`src/rtl/regfile_pkg.sv`:
```
// ---------------------------------------------------------------------------
// regfile_pkg
// Shared definitions for the two-read / one-write register file:
//   - clr_state_e      : states of the sequenced clear engine
//   - DEFAULT_DATA_W   : default register width in bits
//   - DEFAULT_NUM_REGS : default register count
//   - addrWidth()      : address width for a given register count, never
//                        narrower than one bit
// ---------------------------------------------------------------------------
package regfile_pkg;

   typedef enum logic [1:0] {
      IDLE  = 2'd0,
      CLEAR = 2'd1,
      DONE  = 2'd2
   } clr_state_e;

   localparam int DEFAULT_DATA_W   = 8;
   localparam int DEFAULT_NUM_REGS = 8;

   // A two-entry file still needs one address bit, so clamp the result at 1.
   function automatic int addrWidth(input int numRegs);
      return (numRegs <= 2) ? 1 : $clog2(numRegs);
   endfunction

endpackage

```
`src/rtl/regfile_clear_fsm.sv`:
```
// ---------------------------------------------------------------------------
// regfile_clear_fsm
// Walks a pointer across the register file, one register per clock, to
// zero every writable register. It then holds a one-cycle DONE state
// before returning to IDLE.
// Ports:
//   clk_i     in   clock, rising edge
//   rst_ni    in   synchronous active-low reset
//   clr_req_i in   start a clear sequence (only honoured in IDLE)
//   busy      out  high in CLEAR and DONE
//   done      out  high only in DONE
//   clr_we    out  zero register clr_idx at the next edge
//   clr_idx   out  register being cleared this cycle
// ---------------------------------------------------------------------------
module regfile_clear_fsm
   import regfile_pkg::*;
#(
   parameter int NUM_REGS = DEFAULT_NUM_REGS,
   parameter int ZERO_REG = 1,
   parameter int AW       = addrWidth(NUM_REGS)
) (
   input  logic          clk_i,
   input  logic          rst_ni,
   input  logic          clr_req_i,
   output logic          busy,
   output logic          done,
   output logic          clr_we,
   output logic [AW-1:0] clr_idx
);

   // Register 0 is skipped when it is hardwired to zero.
   localparam logic [AW-1:0] FIRST_IDX = (ZERO_REG != 0) ? AW'(1) : AW'(0);
   localparam logic [AW-1:0] LAST_IDX  = AW'(NUM_REGS - 1);

   clr_state_e    state_q, state_d;
   logic [AW-1:0] ptr_q, ptr_d;

   // State and pointer registers. Reset wins over everything, including a
   // clear that is already in flight.
   always_ff @(posedge clk_i) begin
      if (!rst_ni) begin
         state_q <= IDLE;
         ptr_q   <= '0;
      end else begin
         state_q <= state_d;
         ptr_q   <= ptr_d;
      end
   end

   // Next-state logic. In IDLE a request loads the first index to clear.
   // CLEAR then advances one register per edge until it reaches the last
   // register. DONE always lasts exactly one cycle, and requests seen
   // while busy are ignored.
   always_comb begin
      state_d = state_q;
      ptr_d   = ptr_q;
      case (state_q)
         IDLE: begin
            if (clr_req_i) begin
               state_d = CLEAR;
               ptr_d   = FIRST_IDX;
            end
         end
         CLEAR: begin
            ptr_d = ptr_q + AW'(1);
            if (ptr_q == LAST_IDX) begin
               state_d = DONE;
            end
         end
         DONE: begin
            state_d = IDLE;
         end
         default: begin
            state_d = IDLE;
         end
      endcase
   end

   // Status outputs decoded straight from the current state.
   always_comb begin
      busy    = (state_q != IDLE);
      done    = (state_q == DONE);
      clr_we  = (state_q == CLEAR);
      clr_idx = ptr_q;
   end

endmodule

```
`src/rtl/register_file_2r1w.sv`:
```
// ---------------------------------------------------------------------------
// register_file_2r1w
// Register file with two combinational read ports and one write port.
// A write is visible on a read port in the same cycle it is accepted.
// An optional hardwired-zero register 0 is supported, as is a sequenced
// clear of the whole file.
// Ports:
//   CLK        in   clock, rising edge
//   RESET_N    in   synchronous active-low reset
//   WR_EN      in   write strobe (honoured only when no clear is running)
//   WR_ADDR    in   write index
//   WR_DATA    in   write data
//   RD_ADDR_A  in   read port A index
//   RD_DATA_A  out  read port A data
//   RD_ADDR_B  in   read port B index
//   RD_DATA_B  out  read port B data
//   CLR_REQ    in   request a sequenced clear
//   CLR_BUSY   out  clear in progress
//   CLR_DONE   out  one-cycle pulse at clear completion
//   TEST_OUT   out  all registers, register i at [i*DATA_W +: DATA_W]
// ---------------------------------------------------------------------------
module register_file_2r1w
   import regfile_pkg::*;
#(
   parameter int DATA_W   = DEFAULT_DATA_W,
   parameter int NUM_REGS = DEFAULT_NUM_REGS,
   parameter int ZERO_REG = 1,
   localparam int AW      = addrWidth(NUM_REGS)
) (
   input  logic                       CLK,
   input  logic                       RESET_N,
   input  logic                       WR_EN,
   input  logic [AW-1:0]              WR_ADDR,
   input  logic [DATA_W-1:0]          WR_DATA,
   input  logic [AW-1:0]              RD_ADDR_A,
   output logic [DATA_W-1:0]          RD_DATA_A,
   input  logic [AW-1:0]              RD_ADDR_B,
   output logic [DATA_W-1:0]          RD_DATA_B,
   input  logic                       CLR_REQ,
   output logic                       CLR_BUSY,
   output logic                       CLR_DONE,
   output logic [NUM_REGS*DATA_W-1:0] TEST_OUT
);

   logic [DATA_W-1:0] regs_q [NUM_REGS];
   logic [DATA_W-1:0] regs_d [NUM_REGS];

   logic          clrBusy;
   logic          clrDone;
   logic          clrWe;
   logic [AW-1:0] clrIdx;
   logic          wrAccept;

   regfile_clear_fsm #(
      .NUM_REGS (NUM_REGS),
      .ZERO_REG (ZERO_REG),
      .AW       (AW)
   ) u_clear (
      .clk_i     (CLK),
      .rst_ni    (RESET_N),
      .clr_req_i (CLR_REQ),
      .busy      (clrBusy),
      .done      (clrDone),
      .clr_we    (clrWe),
      .clr_idx   (clrIdx)
   );

   // An address names real storage only if it is inside the file and is
   // not the hardwired-zero register. The same rule gates both writes
   // and reads.
   function automatic logic addrLive(input logic [AW-1:0] addr);
      return (int'(addr) < NUM_REGS) && !((ZERO_REG != 0) && (addr == '0));
   endfunction

   // A read returns the incoming write data when that write is accepted
   // this cycle to the same address. Otherwise it returns the stored value.
   // Dead addresses always read as zero.
   function automatic logic [DATA_W-1:0] readPort(input logic [AW-1:0] addr);
      logic [DATA_W-1:0] data;
      data = '0;
      if (addrLive(addr)) begin
         if (wrAccept && (addr == WR_ADDR)) begin
            data = WR_DATA;
         end else begin
            for (int i = 0; i < NUM_REGS; i++) begin
               if (addr == AW'(i)) begin
                  data = regs_q[i];
               end
            end
         end
      end
      return data;
   endfunction

   // Writes are only taken while the clear engine is idle. Writes that
   // arrive during a clear are dropped, not stalled.
   always_comb begin
      wrAccept = WR_EN && !clrBusy && addrLive(WR_ADDR);
   end

   // Next contents of the file. A user write and a clear write can never
   // happen together, because writes are blocked while busy.
   always_comb begin
      for (int i = 0; i < NUM_REGS; i++) begin
         regs_d[i] = regs_q[i];
         if (wrAccept && (WR_ADDR == AW'(i))) begin
            regs_d[i] = WR_DATA;
         end
         if (clrWe && (clrIdx == AW'(i))) begin
            regs_d[i] = '0;
         end
      end
      if (ZERO_REG != 0) begin
         regs_d[0] = '0;
      end
   end

   // Storage. Reset clears every register immediately, even mid-sequence.
   always_ff @(posedge CLK) begin
      if (!RESET_N) begin
         for (int i = 0; i < NUM_REGS; i++) begin
            regs_q[i] <= '0;
         end
      end else begin
         for (int i = 0; i < NUM_REGS; i++) begin
            regs_q[i] <= regs_d[i];
         end
      end
   end

   // Read ports, status and flattened debug view.
   always_comb begin
      RD_DATA_A = readPort(RD_ADDR_A);
      RD_DATA_B = readPort(RD_ADDR_B);
      CLR_BUSY  = clrBusy;
      CLR_DONE  = clrDone;
      TEST_OUT  = '0;
      for (int i = 0; i < NUM_REGS; i++) begin
         TEST_OUT[i*DATA_W +: DATA_W] = regs_q[i];
      end
   end

endmodule

```
`config.mk`:
```
export PLATFORM = sky130hd
export DESIGN_NAME = register_file_2r1w
export DESIGN_NICKNAME = d
export VERILOG_FILES = /design/src/rtl/regfile_pkg.sv /design/src/rtl/regfile_clear_fsm.sv /design/src/rtl/register_file_2r1w.sv
export SDC_FILE = /design/constraint.sdc
export NUM_CORES = 1
export LEC_CHECK = 0
export ABC_AREA = 0
export CORE_MARGIN = 5
export CORE_UTILIZATION = 64
export DETAILED_ROUTE_END_ITERATION = 8
export DONT_BUFFER_PORTS = 1
export PLACE_DENSITY = 0.8
export SYNTH_ARGS = -nofsm -noshare
export SYNTH_HDL_FRONTEND = slang
export SYNTH_SLANG_ARGS = --single-unit
```
`constraint.sdc`:
```
create_clock -name CLK -period 2.4 [get_ports CLK]
set_clock_uncertainty 0.2 [all_clocks]
set_input_delay 0.36 -clock CLK [delete_from_list [all_inputs] [get_ports CLK]]
set_output_delay 0.36 -clock CLK [all_outputs]
set_load 0.03 [all_outputs]
```
# Word-level counts from Yosys, hierarchy flattened
# Memory sizes are Yosys's and may differ from the RTL's.
# Index checks and enable logic that the tools add are counted.
# op_classes
addsub,1
mul,0
n_div,0
order_cmp,0
eq_ne,34
shifts,0
mux,47
bitwise_logic,8
reduce_logical,28
# ops
cell,n
$mux 8,40
$eq 3x3->1 const B,16
$eq 3x2->1 const B,8
$logic_and 1x1->1,18
$eq 3x1->1 const B,4
$logic_not 3->1,3
$or 1x1->1,8
$eq 3x3->1,2
$pmux 3 s2,1
$mux 2,2
$pmux 2 s2,1
$reduce_and 2->1,2
$reduce_bool 2->1,2
$add 3x1->3 const B,1
$mux 3,1
$eq 2x1->1 const B,1
$eq 2x2->1 const B,1
$logic_not 1->1,2
$logic_not 2->1,1
$mux 1,2
$ne 2x1->1 const B,1
$ne 2x2->1 const B,1
# totals
regBits,5
latch_bits,0
mem_bits_rw,64
rom_bits,0
n_memories,1
# mem_list
name,words,width,rd,rd_clocked_by_memory_dff,wr,line,text
regs_q,8,8,8,0,8,register_file_2r1w.sv:45,logic [DATA_W-1:0] regs_q [NUM_REGS];

# Logic depth before layout (Yosys ltp)
# Gate-level depths: netlist of the first run.
# logic_depth
depth_word,10
mapped_depth,7

# Modules after synthesis
# A second synthesis of the first run with hierarchy kept.
# hier_totals
hier_cells,399
hier_area_um2,3686.0
# modules_own_cells
mod,n_inst,cells_per_inst,area_each_um2
register_file_2r1w,1,374,3453.3
regfile_clear_fsm,1,25,232.7

# Worst setup path before layout of the first run
# Ideal clock, no wire load.
# synth_timing
kind,input-to-output
start,input port WR_ADDR[2]
end,output port RD_DATA_B[1]
t_arrival_ps,1864
slack_ps,-24
stages,5
path_buffers,1
cell_sequence,buf_4 -> or3b_1 -> a211oi_2 -> o211ai_2 -> mux2i_1
# synth_via
elab_chain_cells,6
word_cells_on_any_way,7
classes_between,eq/ne (1); mux (2); reduce/logical (4)
# synth_lines
item,line,text
start: declaration,register_file_2r1w.sv:33,"input logic [AW-1:0] WR_ADDR,"
$logic_not 3->1,n/a,
$logic_not 1->1,register_file_2r1w.sv:72,return (int'(addr) < NUM_REGS) && !((ZERO_REG != 0) && (addr == '0));
$logic_and 1x1->1,register_file_2r1w.sv:98,wrAccept = WR_EN && !clrBusy && addrLive(WR_ADDR);
$logic_and 1x1->1 (*),register_file_2r1w.sv:82,if (wrAccept && (addr == WR_ADDR)) begin
$mux 8 (*),register_file_2r1w.sv:82,
$mux 8 (*),register_file_2r1w.sv:81,if (addrLive(addr)) begin
end: declaration,register_file_2r1w.sv:38,"output logic [DATA_W-1:0] RD_DATA_B,"
# Mark *: on every way between the ends. The rest lies on a longest branch, timed or not.

==> results of run 1 <==
==> area by class of cell <==
| class | count | area [um2] |
|---|---|---|
| Timing Repair Buffer | 54 | 430 |
| Multi-Input combinational cell | 300 | 2380 |
| Sequential cell | 61 | 1230 |
| Clock buffer | 12 | 155 |
| Clock inverter | 4 | 70.1 |
| Inverter | 7 | 26.3 |
| Tap cell | 75 | 93.8 |
| Fill cell | 426 | 1460 |
==> logic make-up after synthesis <==
logic type / Yosys count
and+or+nand+nor: 107
buffers and inverters: 52
muxes: 97
other: 1
xor gates and xnor gates: 4
adders and majority gates: 6
AOI/OAI and AO/OA: 78
DFF: 61
==> power by group through the flow <==
stage                     sequential, W  clock [W]  combinational [W]
after global routing            0.00107    0.00111           0.000397
after global placement          0.00109          0           0.000325
final                           0.00107    0.00106           0.000379
after CTS                       0.00107    0.00106           0.000364
after floorplan                 0.00110          0           0.000314
after detailed placement        0.00109          0           0.000331
==> registers in the layout (all words and copies together) (netlist names) <==
register,flops
u_clear.state_q,2
u_clear.clr_idx,3
regs_q,56
==> cell usage in the layout, fill, tap and decap left out, drive strengths merged, types with 3 or more instances in the layout <==
cell,instances
dlygate4sd3,10
o21ai,11
a22o,15
a211oi,3
xnor2,4
o211ai,17
nand2,17
mux2,30
ha,6
mux2i,66
nand3,3
dfxtp,61
conb,8
inv,7
clkbuf,12
o31ai,4
and3,6
buf,44
nor2b,7
nand3b,15
a221o,15
a21oi,11
nor2,49
==> per-stage QoR <==
stage	hold slack [ns]	TNS [ns]
after floorplan	0.311	0
after global placement	0.287	0
after detailed placement	0.292	0
after CTS	0.00529	0
after global routing	0.0193	-0.0464
final	0.0154	0
==> path summary, 6_finish.rpt <==
check,from,to,depth (start not counted)
hold / removal,WR_DATA[4],regs_q[0][28]$_SDFFE_PP0P_,2
setup / recovery,regs_q[0][28]$_SDFFE_PP0P_,RD_DATA_B[4],4
setup reg to reg,u_clear.state_q[1]$_SDFFE_PN0P_,regs_q[0][35]$_SDFFE_PP0P_,5
hold reg to reg,regs_q[0][24]$_SDFFE_PP0P_,regs_q[0][24]$_SDFFE_PP0P_,2
==> synth_stat cells, drive strengths merged <==
| master | number | area, um2 |
|---|---|---|
| nand3 | 3 | 15.0 |
| nand4bb | 1 | 11.3 |
| or3b | 2 | 17.5 |
| a221o | 15 | 150 |
| nor4b | 1 | 15.0 |
| nor2 | 49 | 184 |
| a22o | 15 | 131 |
| or2 | 1 | 6.26 |
| a22oi | 1 | 7.51 |
| a21oi | 11 | 55.1 |
| nand3b | 15 | 113 |
| a211oi | 3 | 32.5 |
| conb | 1 | 3.75 |
| or3 | 1 | 6.26 |
| nor2b | 7 | 43.8 |
| nand2 | 17 | 63.8 |
| dfxtp | 61 | 1220 |
| nor3b | 2 | 20.0 |
| clkbuf | 19 | 81.3 |
| and2 | 1 | 6.26 |
| and3 | 6 | 37.5 |
| nand2b | 1 | 6.26 |
| o211ai | 17 | 146 |
| mux2 | 30 | 345 |
| mux4 | 1 | 22.5 |
| ha | 6 | 75.1 |
| o21ai | 11 | 55.1 |
| mux2i | 66 | 661 |
| o31ai | 4 | 30.0 |
| xnor2 | 4 | 35.0 |
| o21bai | 1 | 7.51 |
| buf | 26 | 173 |
| inv | 7 | 26.3 |
==> routing by layer <==
metal / track usage (%) / up-vias / part of all wire, %
met5: 0 / - / 0
met4: 18.1 / 0 / 5.4
met3: 10.1 / 55 / 10
met2: 52.9 / 203 / 48
met1: 35.6 / 1641 / 37
li1: - / 1517 / -
==> worst max-delay path: stages (launching register included) <==
cell	delay [ns]
dfxtp_2	0.34
mux2_2	0.26
a221o_1	0.33
a22o_1	0.23
mux2_4	0.32
==> repair_timing <==
action,CTS,global route
hold endpoints to repair,59,1
hold buffers,9,1
endpoints found under the setup margin,4,13
pin swaps,0,2
gates resized for setup,4,13
==> results_dict.tcl, run 1 <==
set metrics [dict create \
    synth_fa_ha_area_share_pct 1.97 \
    worst_pin_slew_ns 0.702 \
    diodes 0 \
    status "completed" \
    rsz0062_at_grt "yes" \
    yosysSeqAreaShare_pct 32.1 \
    p_total_w 0.00250 \
    dpl_cell_area_um2 4010 \
    cts.sinks 61 \
    cp-start-kind "register" \
    comb_power_share_pct 15.1 \
    setup_viol 0 \
    nets 460 \
    initial_core_util_pct 65.0 \
    muxShareOfSynthArea_pct 27.0 \
    numCtsBuffers 9 \
    p_per_area_nw_per_um2 571 \
    hpwlAfterDp_um 8130 \
    die_width_um 87.1 \
    layout.cells.non_filler 513 \
    rows 28 \
    drt-pass1-iter-count 6 \
    synthCells 406 \
    grtUsageTotal_pct 31.8 \
    path_clk_slew_ns 0.07 \
    worst_ep_required_time_ns 1.84 \
    core_area_um2 5850 \
    period_minus_slack_ns 2.39 \
    r2r_slack_ns 0.40 \
    clkPwrFrac_pct 42.3 \
    final_util_pct 75.0 \
    die_h_um 87.1 \
    die-area_um2 7590 \
    grt_max_degree 30 \
    synth_area_um2 3800 \
    synthXorXnorAreaFrac_pct 0.921 \
    wire_per_inst_um 23.4 \
    drive_gt1_share_pct 23.3 \
    vias 3416 \
    routed_via_density 6.66 \
    path_class "reg -> out" \
    cts_setup_buffers 0 \
    wl_um 12000 \
    synth-compound-area-share_pct 16.2 \
    slew_violations 0 \
    arrival_ns 1.83 \
    cap_violations 0 \
    pre_cts_ws_ns 0.123 \
    min_path_type "in -> reg" \
    critPathMaxFanout 4 \
    p_leak_nw 2.07 \
    route.antenna.remaining_nets 0 \
    io_buffer_count 0 \
    cts_tree "done" \
    slew_headroom_pct 52.9 \
    ctsRootBufferMaster "clkbuf_8" \
    drc_errors 0 \
    synthSimpleGateAreaFrac_pct 14.3 \
    io-pin-count 103 \
    grt-ovfl-total 0 \
    cts_buffer_depth 2 \
    endpoint_kind "primary output" \
    grt_pass1_vias 3394 \
    h-tree-depth 3 \
    period_share_pct 99.6 \
    intPower_w 0.00183 \
    max-vdd-ir-drop_v 0.000449 \
    netSwitchingFraction_pct 27.1 \
    gp_congestion 0.903 \
    max_freq_mhz 418 \
    finalWorstSetupSlack_ns 0.00876 \
    syn2layout_area_growth_pct 15.3 \
    p_switching_w 0.000678 \
    pwr-share-seq_pct 42.6 \
    drtIter0Drc 280 \
    postSynthAreaPerCell_um2 9.37 \
    ys_ff_latch 61 \
    synth_top_family_by_area "multiplexers" \
    synth_cell_types 43 \
    hold_viol 0 \
    grt_pass1_wl_um 18100 \
    antenna_found_initial 0 \
    clk_latency_ns 0.35 \
    final_cell_area_um2 4390 \
    ys_warn_count 0 \
    dpl.cell_count 487 \
]
Power figures use the tool's default switching activity.
==> run 2: changes to the inputs <==
Settings changed: CAP_MARGIN set to 15.
==> results of run 2 <==
No change in the layout: final DEF, timing and power equal those of run 1.
==> run 3: changes to the inputs <==
Settings changed: ABC_AREA 0 to 1.
==> run 3 against run 2 <==
Against the previous run:
- setup slack worse by 0.0024 ns
- the run now ends with negative hold slack left
- final area is 2.0% higher
- non-clock buffer count rose by 16
- via count rose by 36%
- first-iteration DRC count grew to 2.7 times the previous value
- utilization increased by 4.8 points
- synthesized cell count up 46%
- global-route usage grew 7.7 points
- power down 3.4%
- critical endpoint is now RD_DATA_A[5]
- combinational power rose by 6.3%
- synthesized area down 1.7%
- clock-buffer cell count is 1 lower
==> results_dict.tcl, run 3 <==
set metrics [dict create \
    final_cell_mix "nand2_1, nor2_1, nand4_1" \
    clkPwrFrac_pct 38.8 \
    clk_latency_ns 0.35 \
    p_per_area_nw_per_um2 541 \
    largest_reg_flops 56 \
    crit_start "u_clear.state_q[1]$_SDFFE_PN0P_" \
    cts_tree "done" \
    gr-usage-met2_pct 60.4 \
    grt_pass1_vias 4244 \
    synthCells 592 \
    p_leak_nw 1.93 \
    worst_ep_required_time_ns 1.84 \
    layout.cells.non_filler 720 \
    postSynthAreaPerCell_um2 6.32 \
    period_share_pct 99.7 \
    rows 27 \
    slew_headroom_pct 51.8 \
    grt-ovfl-total 0 \
    synthArstFlopShare_pct 0 \
    die-area_um2 7470 \
    io_buffer_count 0 \
    h-tree-depth 3 \
    drtIter0Drc 759 \
    die_h_um 86.4 \
    yosysMostFrequentCell "nand2_1" \
    drc_errors 0 \
    routed_via_density 6.43 \
    hpwlAfterDp_um 9800 \
    p_total_w 0.00242 \
    top_usage_layer "met2" \
    min_path_type "in -> reg" \
    core_area_um2 5610 \
    synth_common_cells "nand2_1, nor2_1, nand4_1" \
    worst-path-buf-inv 4 \
    p_switching_w 0.000738 \
    syn2layout_area_growth_pct 19.6 \
    grtUsageMet1_pct 48.9 \
    violations "negative hold slack" \
    hold_viol 1 \
    grt_max_degree 21 \
    cts.sinks 61 \
    netSwitchingFraction_pct 30.5 \
    max-vdd-ir-drop_v 0.000453 \
    synth_enable_flop_cells 0 \
    drive_gt1_share_pct 15.6 \
    r2r_slack_ns 0.47 \
    ctsRootBufferMaster "clkbuf_8" \
    r2r_end "regs_q[0][28]$_SDFFE_PP0P_" \
    intPower_w 0.00168 \
    pwr-share-seq_pct 44.6 \
    grt_pass1_wl_um 22600 \
    endpoint_kind "primary output" \
    drt-pass1-iter-count 9 \
    synth_cell_types 30 \
    crit_slowest_cell "dfxtp_2" \
    cap_violations 0 \
    cts_buffer_depth 2 \
    whs_ns -0.00231 \
    slowest_delay_ns 0.34 \
    route.antenna.remaining_nets 0 \
    yosysSeqAreaShare_pct 32.7 \
    arrival_ns 1.83 \
    path_clk_slew_ns 0.07 \
    setup_viol 0 \
    grtUsageTotal_pct 39.4 \
    path_depth 9 \
    die_width_um 86.4 \
    synth_area_um2 3740 \
    critPathMaxFanout 7 \
    reg2reg_depth 7 \
    worst_pin_slew_ns 0.718 \
    io-pin-count 103 \
    max_freq_mhz 418 \
    numCtsBuffers 9 \
    status "finished, violations left" \
    cp-start-kind "register" \
    period_minus_slack_ns 2.39 \
    nets 671 \
    dpl.cell_count 686 \
    gp_congestion 1.03 \
    rsz0062_at_grt "yes" \
    diodes 0 \
    regMostFlops "regs_q" \
    antenna_found_initial 0 \
    cpLargestDelayFamily "simple AND/OR/NAND/NOR gates" \
    comb_power_share_pct 16.7 \
    crit_chain "inv_4 -> nand3_4 -> nor2_4 -> nand3b_4 -> buf_12 -> nand2_1 -> inv_1 -> a21oi_1 -> buf_4" \
    synth_top_area_share_pct 32.7 \
    final_common_cell "nand2_1" \
    ys_warn_count 0 \
    ys.flop_type "dfxtp_1" \
    r2r_start "u_clear.state_q[1]$_SDFFE_PN0P_" \
    synthTopCellsByArea "dfxtp_1, nand2_1, nand4_1" \
    met3_usage_pct 11.2 \
    synth_area_leader_cell "dfxtp_1" \
    slew_violations 0 \
    wl_um 14900 \
    ys_ff_latch 61 \
    endpoint "RD_DATA_A[5]" \
    vias 4632 \
    path_class "reg -> out" \
    initial_core_util_pct 66.7 \
    wire_per_inst_um 20.7 \
]
[run 3: changes by cell type after synthesis, sizes merged, moves of 15 or more]
cell,previous run,this run
mux2,30,0
o211ai,17,0
nor2,49,104
a221o,15,0
inv,7,40
nand2,17,174
nand4,0,63
a22o,15,0
mux2i,66,0
a21oi,11,45
[run 3: power by group through the flow]
stage | Combinational, W | Clock, W | Sequential [W]
6_report | 0.000403 | 0.000938 | 0.00108
5_1_grt | 0.000424 | 0.000977 | 0.00108
4_1_cts | 0.000371 | 0.000925 | 0.00108
3_5_place_dp | 0.000328 | 0 | 0.00110
3_3_place_gp | 0.000321 | 0 | 0.00110
2_1_floorplan | 0.000256 | 0 | 0.00111
[run 3: cells by family (layout without fill, tap and decap cells)]
family / count (synthesis) / after routing / share of synthesized area [%]
simple gates: 373 / 374 / 44.6
buf+inv: 78 / 126 / 9.44
compound gates: 70 / 70 / 10.4
flops: 61 / 61 / 32.7
fa+ha+maj: 6 / 6 / 2.01
xor+xnor: 3 / 3 / 0.703
other cells: 1 / 8 / 0.100
[run 3: cell type report]
type,instances,area (um2)
clock buffers,11,151
clock inverters,4,47.5
fillers,428,1130
inverters,41,156
multi-input cells,461,2240
flip-flops and latches,61,1220
well taps,72,90.1
repair buffers,70,569
[run 3: per-layer routing]
layer | wire (um) | vias up | share of wire, %
met3 | 2170 | 116 | 15
met1 | 5130 | 2061 | 34
li1 | - | 2053 | -
met2 | 6590 | 402 | 44
met5 | 0 | - | 0
met4 | 991 | 0 | 6.7
[run 3: worst min-delay path by stage]
stage | from | endpoint | cells past startpoint | slack [ns]
after floorplan | u_clear.state_q[1]$_SDFFE_PN0P_ | u_clear.state_q[1]$_SDFFE_PN0P_ | 1 | 0.24
after global placement | u_clear.state_q[1]$_SDFFE_PN0P_ | u_clear.state_q[1]$_SDFFE_PN0P_ | 1 | 0.25
after detailed placement | u_clear.state_q[1]$_SDFFE_PN0P_ | u_clear.state_q[1]$_SDFFE_PN0P_ | 1 | 0.26
after CTS | WR_DATA[2] | regs_q[0][50]$_SDFFE_PP0P_ | 2 | 0.0002
after global routing | WR_DATA[4] | regs_q[0][44]$_SDFFE_PP0P_ | 2 | 0.002
final | WR_DATA[7] | regs_q[0][31]$_SDFFE_PP0P_ | 2 | -0.002
[run 3: stage by stage]
stage	area [um2]	utilization, %	TNS (ns)	hold slack, ns	setup WS (ns)
2_1_floorplan	3760	-	0	0.244	0.170
5_1_grt	4470	79.8	-0.395	0.00172	-0.0687
3_3_place_gp	4050	72.2	0	0.252	0.218
6_report	4470	79.8	0	-0.00231	0.00638
3_5_place_dp	4050	72.2	0	0.260	0.0640
4_1_cts	4380	78.1	0	0.000206	0.0116
[run 3: timing repair]
action,in CTS,in global routing
pin swaps,1,3
hold endpoints to repair,42,1
hold buffers,10,1
gates resized for setup,3,6
setup endpoints to repair,10,16
cloned,1,0
setup buffers,1,6
